## config.mk

```make
export PLATFORM = sky130hd
export DESIGN_NAME = pipeline_trace_emitter
export DESIGN_NICKNAME = d
export VERILOG_FILES = /design/src/rtl/trace_pkg.sv /design/src/rtl/trace_fifo.sv /design/src/rtl/pipeline_trace_emitter.sv
export SDC_FILE = /design/constraint.sdc
export NUM_CORES = 2
export LEC_CHECK = 0
export ABC_CLOCK_PERIOD_IN_PS = 7450
export CORE_MARGIN = 2
export CORE_UTILIZATION = 39
export DETAILED_ROUTE_END_ITERATION = 7
export HOLD_SLACK_MARGIN = 0.02
export PLACE_DENSITY = 0.61
export SYNTH_ARGS = -nofsm -noshare
export SYNTH_HDL_FRONTEND = slang
export SYNTH_HIERARCHICAL = 1
export SYNTH_SLANG_ARGS = --single-unit
```

## constraint.sdc

```tcl
create_clock -name clk -period 7.45 [get_ports clk]
set_clock_uncertainty 0.1 [all_clocks]
set_input_delay 1.49 -clock clk [delete_from_list [all_inputs] [get_ports clk]]
set_output_delay 1.49 -clock clk [all_outputs]
set_load 0.005 [all_outputs]
```

## src/rtl/trace_pkg.sv

```systemverilog
// Shared types and field widths for the pipeline trace path: shadow slots and retirement records.
package trace_pkg;

  localparam int unsigned PcW    = 16;
  localparam int unsigned InstrW = 16;
  localparam int unsigned RegW   = 4;
  localparam int unsigned DataW  = 16;
  localparam int unsigned SeqW   = 16;
  localparam int unsigned CycW   = 32;
  localparam int unsigned StallW = 4;

  typedef struct packed {
    logic              valid;
    logic [PcW-1:0]    pc;
    logic [InstrW-1:0] instr;
    logic [CycW-1:0]   fetch_cyc;
    logic [StallW-1:0] stalls;
  } slot_t;

  typedef struct packed {
    logic [SeqW-1:0]   seq;
    logic [PcW-1:0]    pc;
    logic [InstrW-1:0] instr;
    logic [CycW-1:0]   fetch_cyc;
    logic [CycW-1:0]   retire_cyc;
    logic [StallW-1:0] stalls;
    logic              wb_we;
    logic [RegW-1:0]   wb_reg;
    logic [DataW-1:0]  wb_data;
  } trace_rec_t;

endpackage

```

## src/rtl/trace_fifo.sv

```systemverilog
// Synchronous record FIFO; head is read straight from the storage flops, so it is stable
// until popped. A push into a full FIFO is accepted only when a pop frees a slot that cycle.
module trace_fifo
  import trace_pkg::*;
#(
  parameter int unsigned DEPTH = 8
) (
  input  logic       clk,
  input  logic       rst,
  input  logic       push,
  input  trace_rec_t push_rec,
  input  logic       pop,
  output logic       full,
  output logic       empty,
  output trace_rec_t head
);

  localparam int unsigned AW = $clog2(DEPTH);

  trace_rec_t    mem_q [DEPTH];
  logic [AW-1:0] wr_ptr_q, rd_ptr_q;
  logic [AW:0]   count_q;
  logic          push_en, pop_en;

  assign full    = (count_q == (AW+1)'(DEPTH));
  assign empty   = (count_q == '0);
  assign pop_en  = pop && !empty;
  assign push_en = push && (!full || pop_en);
  assign head    = mem_q[rd_ptr_q];

  always_ff @(posedge clk) begin
    if (rst) begin
      wr_ptr_q <= '0;
      rd_ptr_q <= '0;
      count_q  <= '0;
      for (int i = 0; i < DEPTH; i++) mem_q[i] <= '0;
    end else begin
      if (push_en) begin
        mem_q[wr_ptr_q] <= push_rec;
        wr_ptr_q        <= wr_ptr_q + 1'b1;
      end
      if (pop_en) rd_ptr_q <= rd_ptr_q + 1'b1;
      if (push_en && !pop_en)      count_q <= count_q + 1'b1;
      else if (!push_en && pop_en) count_q <= count_q - 1'b1;
    end
  end

endmodule

```

## src/rtl/pipeline_trace_emitter.sv

```systemverilog
// Shadow tracker for the 5-stage CPU: follows each fetched instruction through D/X/M/W and
// emits one retirement record per committed instruction through a buffered valid/ready stream.
module pipeline_trace_emitter
  import trace_pkg::*;
#(
  parameter int unsigned DEPTH   = 8,
  parameter int unsigned CYC_W   = CycW,
  parameter int unsigned STALL_W = StallW
) (
  input  logic               clk,
  input  logic               rst,
  input  logic               if_valid,
  input  logic [PcW-1:0]     if_pc,
  input  logic [InstrW-1:0]  if_instr,
  input  logic               stall,
  input  logic               flush,
  input  logic               wb_we,
  input  logic [RegW-1:0]    wb_reg,
  input  logic [DataW-1:0]   wb_data,
  input  logic               rec_ready,
  output logic               rec_valid,
  output logic [SeqW-1:0]    rec_seq,
  output logic [PcW-1:0]     rec_pc,
  output logic [InstrW-1:0]  rec_instr,
  output logic [CYC_W-1:0]   rec_fetch_cyc,
  output logic [CYC_W-1:0]   rec_retire_cyc,
  output logic [STALL_W-1:0] rec_stalls,
  output logic               rec_wb_we,
  output logic [RegW-1:0]    rec_wb_reg,
  output logic [DataW-1:0]   rec_wb_data,
  output logic [15:0]        dropped,
  output logic               overflow
);

  localparam logic [STALL_W-1:0] StallMax = {STALL_W{1'b1}};

  logic [CYC_W-1:0] cyc_q;
  logic [SeqW-1:0]  seq_q;
  logic [15:0]      dropped_q;
  logic             overflow_q;
  slot_t            d_q, x_q, m_q, w_q;
  slot_t            d_d, x_d, m_d, w_d;

  trace_rec_t rec_in, head;
  logic       retire, pop, full, empty, drop;

  always_comb begin
    d_d = d_q;
    x_d = d_q;
    m_d = x_q;
    w_d = m_q;
    if (stall) begin
      // D holds and accrues stall time; a bubble enters X while M and W keep draining.
      x_d = '0;
      if (d_q.valid && d_q.stalls != StallMax) d_d.stalls = d_q.stalls + 1'b1;
    end else if (if_valid && !flush) begin
      d_d = '{valid: 1'b1, pc: if_pc, instr: if_instr, fetch_cyc: cyc_q, stalls: '0};
    end else begin
      d_d = '0;
    end
  end

  assign retire = w_q.valid;
  assign pop    = rec_valid && rec_ready;
  assign drop   = retire && full && !pop;

  always_comb begin
    rec_in            = '0;
    rec_in.seq        = seq_q;
    rec_in.pc         = w_q.pc;
    rec_in.instr      = w_q.instr;
    rec_in.fetch_cyc  = w_q.fetch_cyc;
    rec_in.retire_cyc = cyc_q;
    rec_in.stalls     = w_q.stalls;
    rec_in.wb_we      = wb_we;
    rec_in.wb_reg     = wb_reg;
    rec_in.wb_data    = wb_data;
  end

  always_ff @(posedge clk) begin
    if (rst) begin
      cyc_q      <= '0;
      seq_q      <= '0;
      dropped_q  <= '0;
      overflow_q <= 1'b0;
      d_q        <= '0;
      x_q        <= '0;
      m_q        <= '0;
      w_q        <= '0;
    end else begin
      cyc_q <= cyc_q + 1'b1;
      d_q   <= d_d;
      x_q   <= x_d;
      m_q   <= m_d;
      w_q   <= w_d;
      // Sequence advances even on a drop so consumers can see the gap.
      if (retire) seq_q <= seq_q + 1'b1;
      if (drop) begin
        overflow_q <= 1'b1;
        if (dropped_q != 16'hFFFF) dropped_q <= dropped_q + 1'b1;
      end
    end
  end

  trace_fifo #(
    .DEPTH(DEPTH)
  ) u_fifo (
    .clk     (clk),
    .rst     (rst),
    .push    (retire),
    .push_rec(rec_in),
    .pop     (pop),
    .full    (full),
    .empty   (empty),
    .head    (head)
  );

  assign rec_valid      = !empty;
  assign rec_seq        = head.seq;
  assign rec_pc         = head.pc;
  assign rec_instr      = head.instr;
  assign rec_fetch_cyc  = head.fetch_cyc;
  assign rec_retire_cyc = head.retire_cyc;
  assign rec_stalls     = head.stalls;
  assign rec_wb_we      = head.wb_we;
  assign rec_wb_reg     = head.wb_reg;
  assign rec_wb_data    = head.wb_data;
  assign dropped        = dropped_q;
  assign overflow       = overflow_q;

endmodule

```

### Word-level counts from Yosys, hierarchy flattened

Memory sizes are Yosys's and may differ from the RTL's. A register that Yosys moved wholly into a read port is not among the register bits.
Cells that the tools add are included.

| word-level totals | value |
|---|---|
| output and inout port bits | 155 |
| memories kept | 1 |
| register bits | 351 |
| word-level logic and storage cells | 76 |
| RAM bits | 1096 |
| input port bits | 59 |

| cells by class | value |
|---|---|
| mux-type cells | 15 |
| $add $sub $neg | 8 |
| reductions and logical operators | 21 |
| equality and inequality tests | 4 |

Memory list:

| name | words | width | rd ports | clocked after memory_dff | write ports | RTL line | text |
|---|---|---|---|---|---|---|---|
| u_fifo.mem_q | 8 | 137 | 1 | 1 | 8 | trace_fifo.sv:20 | `trace_rec_t mem_q [DEPTH];` |

Operators with widths:

| operator | number |
|---|---|
| 2-to-1 mux 137 bit | 1 |
| OR reduction 137 bit | 1 |
| 2-to-1 mux 69 bit | 1 |
| adder 16 x 1 -> 16 bit (second input constant) | 2 |
| adder 32 x 1 -> 32 bit (second input constant) | 1 |
| 2-to-1 mux 4 bit | 4 |
| != test 16 bit (second input constant) | 1 |
| logical AND 1 bit | 9 |
| 2-to-1 mux 3 bit | 3 |
| adder 4 x 1 -> 4 bit (second input constant) | 2 |
| adder 3 x 1 -> 3 bit (second input constant) | 2 |
| zero test 1 bit | 6 |
| 2-to-1 mux 1 bit | 6 |
| == test 4 bit (second input constant) | 1 |
| zero test 4 bit | 1 |
| != test 4 bit (second input constant) | 1 |
| subtractor 4 x 1 -> 4 bit (second input constant) | 1 |
| != test 2 x 1 -> 1 bit (second input constant) | 1 |
| AND reduction 2 bit | 1 |
| nonzero test 2 bit | 1 |
| OR reduction 2 bit | 1 |
| logical OR 1 bit | 1 |

### Logic depth before layout (Yosys ltp)

| depth | value |
|---|---|
| word-level depth | 11 |
| depth in mapped cells | 14 |
| depth with buffers taken out | 11 |

### Hierarchy

The synthesis kept the hierarchy.

By module, submodules not included:

| module | sequential area each (µm²) | cells each | times used | area each (µm²) |
|---|---|---|---|---|
| trace_fifo | 33171.8 | 2903 | 1 | 49207.2 |
| pipeline_trace_emitter | 6826.5 | 937 | 1 | 10593.9 |

### Least setup slack after synthesis

No wires, ideal clock.

| timing path | value |
|---|---|
| path type | input -> register |
| start point | in rec_ready |
| end point | mem u_fifo/mem_q[7][0] in the netlist's numbering (enable) |
| buffers on the path | 2 |
| arrival time | 5.537 ns |
| slack | 1.307 ns |
| required time | 6.844 ns |
| library setup time | 0.506 ns |
| stages on the path | 6 |
| cell sequence | nor2b_1 o21ai_4 inv_2 buf_6 buf_2 a41o_1 |

RTL lines:

| element | RTL line | text |
|---|---|---|
| from (decl) | pipeline_trace_emitter.sv:20 | `input logic rec_ready,` |
| to (decl) | trace_fifo.sv:20 |  |

==> flow_summary.ini <==
[yosys]
adder_and_majority_cell_fraction_of_the_synthesized_area_pct = 0.2218
largest_family_of_logic_cells_by_synthesized_area = simple AND/OR/NAND/NOR gates
share_of_synthesized_area_occupied_by_flip_flops_and_latches_pct = 66.89
synth_async_sr_flop_share_pct = 0
syn-cell-area_mm2 = 0.05980
synth_simple_gate_area_share_pct = 15.59
syn_inst = 3840
synth.lib_cells_used.distinct = 59
synth_enable_flop_cells = 1096
synth_compound_area_share_pct = 1.358
synth_nets = 3909
yosys_warnings = 6
synthMuxAreaShare_pct = 13.04
avgSynthCellArea_um2 = 15.57
synthXorXnorAreaFrac_pct = 0.8934
synth-seq-cells = 1450
dominant_synthesized_flop_cell = edfxtp_1

[floorplanning]
boundary_pins = 214
die_width_um = 395.6
core_region_area_mm2 = 0.1521
starting_utilization_of_the_core_area_pct = 39.32
rows = 143
fp.dieH_um = 395.6
die_area_mm2 = 0.1565

[pwr]
ir_worst_vdd_uv = 172.5
p_per_area_mw_per_mm2 = 245.6
cellLeakagePower_uw = 0.02478

[placement]
place_hpwl_um = 79430
port_buffers = 213
dpl.cell_count = 5882
globalplace.congestion = 0.7329
post_dp_cell_area_mm2 = 0.06427

[timing]
timing_max_transition_violations_final = 0
achievable_clock_frequency_mhz = 186.9
timing.final.crit_period_ns = 5.351
worst_pin_slew_ns = 1.112
slew_headroom_pct = 25.70
hold_ws_ns = 0.3300
number_of_hold_violations_in_the_final_report = 0
setup-tns-final_ns = 0
finalCritPeriodShare_pct = 71.83
rsz0062_at_grt = no
setup_viol = 0

[global_route]
grt_start_max_net_pins = 150
first_global_vias = 33530
track_usage_pct = 19.34
grt_first_pass_wirelength_um = 224700
globalRouteOverflowTotal = 0
grt_antenna_before_repair = 6

[critical_path]
critPathArrivalTime_ns = 3.76
critical_path.max_stage_delay_ns = 0.86
critical_path.n_buffers_inverters = 2
setup.worst_path.end_class = primary output
worstSetupStartpointType = flip-flop
type_of_the_setup_path_with_the_least_slack = reg2out
worstPathCellList = buf_4, mux4_2, mux2_2, clkdlybuf4s50_1
path_max_fanout = 34
critPathTopFamily = buffers and inverters
timing.critical_path.required_ns = 5.86
critPathSlowestCell = dfxtp_4

[cells_and_area]
finalCoreUtilization_pct = 45.55
area_growth_syn_to_layout_pct = 15.85
layoutNonFillerInstCount = 6169
layout_common_cells = 1,096 x edfxtp_1, 1,031 x and2_1, 351 x dfxtp_1
finalInstanceArea_mm2 = 0.06928
layout.cells.most_common = edfxtp_1
nets = 4075
post_route_cells_drive_above_1_share_pct = 17.97

[clock_network]
clock_pin_slew_reported_for_the_worst_setup_and_hold_paths_after_clock_tree_synthesis_ns = 0.06
cts_tree = built
number_of_hold_buffers_added_after_cts = 0
later_pin_clock_latency_in_the_skew_report_ns = 0.79
clockRootBuffer = clkbuf_16
tritoncts_num_sinks = 1450
cts_made_buffers = 152
clock_tree.htree_level_count = 4
postCtsSetupBuffers = 0
cts-root-to-sink-buffers = 3
post_cts.resized_instances = 0

[run_status]
status = complete, no violations

[route]
routed.top_layer = met4
met3RoutedLength_um = 6629
detail_route.first_pass.iterations = 5
vias = 31860
avgRoutedWirePerCell_um = 24.45
wirelength_um = 150800
met1_length_um = 65940
drtIter0Drc = 2577
route.met2.wl_um = 75250
number_of_remaining_drc_errors = 0
post_route_ant_nets = 0
routed_via_density = 5.164

[hold_path]
hold_path.class = reg2reg

[run]
cap_viol_max_count = 0
## registers in the layout (all words and copies together), names as in the netlist, named ones only
signal and count:
cyc_q 32, d_q 69, dropped 16, m_d 69
m_q 69, overflow 1, rec_in 68, retire 1
seq_q 16, u_fifo/count_q 4, u_fifo/mem_q 1096, u_fifo/rd_ptr_q 3
u_fifo/wr_ptr_q 3
## stage by stage
step,setup WS [ns],power (uW)
2_1_floorplan,1.307,9350
3_3_place_gp,2.274,9621
3_5_place_dp,2.220,9633
4_1_cts,1.905,17180
5_1_grt,1.843,17550
6_report,2.099,17020
## path summary, 6_finish.rpt
path | start | endpoint | slack, ns | cells after the start
worst max-delay path | flip-flop | rec_retire_cyc[23] | 2.10 | 4
worst min-delay path | m_d[7] | m_q[7] | 0.33 | 1
worst max register to register | u_fifo/count_q[0] | u_fifo/mem_q[5][67] | 3.64 | 7
worst min register to register | m_d[7] | m_q[7] | 0.33 | 1
## logic make-up after synthesis
| kind of cell | Yosys count |
|---|---|
| adder cells (fa/ha/maj) | 10 |
| buffers and inverters | 274 |
| multiplexers | 419 |
| AND/OR/NAND/NOR | 1528 |
| AO/OA/AOI/OAI | 98 |
| flip-flops | 1450 |
| XOR/XNOR | 61 |
## layout make-up
type	instances	area, um^2
sequential	1450	40010
tap	2030	2540
multi-input combinational	2116	18730
antenna	4	10.01
fill	13190	82800
clock buffer	226	4412
clock inverter	57	585.6
inverter	8	32.53
timing repair buffer	278	2963
## where the power goes
part	internal [uW]	switching, uW	leakage [uW]
clock network	4380	3190	0.00246
registers	8890	65.3	0.0140
logic	190	299	0.00833
total	13500	3560	0.0248
## cell usage after synthesis, types with 16 or more instances
cell,n,area [um^2]
nor2b_1,149,932.1
xnor2_1,23,201.4
a22o_1,64,560.5
and3_1,151,944.7
buf_2,40,200.2
mux4_2,274,6171
mux2_2,138,1554
nand2_1,24,90.09
xor2_1,38,332.8
and2_1,1031,6450
dfxtp_1,354,7087
edfxtp_1,1096,32910
clkbuf_1,195,732.0
buf_6,16,180.2
nor2_1,87,326.6
nand4_1,17,106.4
nand3_1,27,135.1
## routing by layer
layer | GRT usage (%) | up-vias
li1 | - | 14360
met1 | 25.78 | 16540
met2 | 33.02 | 769
met3 | 2.807 | 196
met4 | 5.269 | 0
met5 | 0 | -
(Power assumes the default switching activity.)
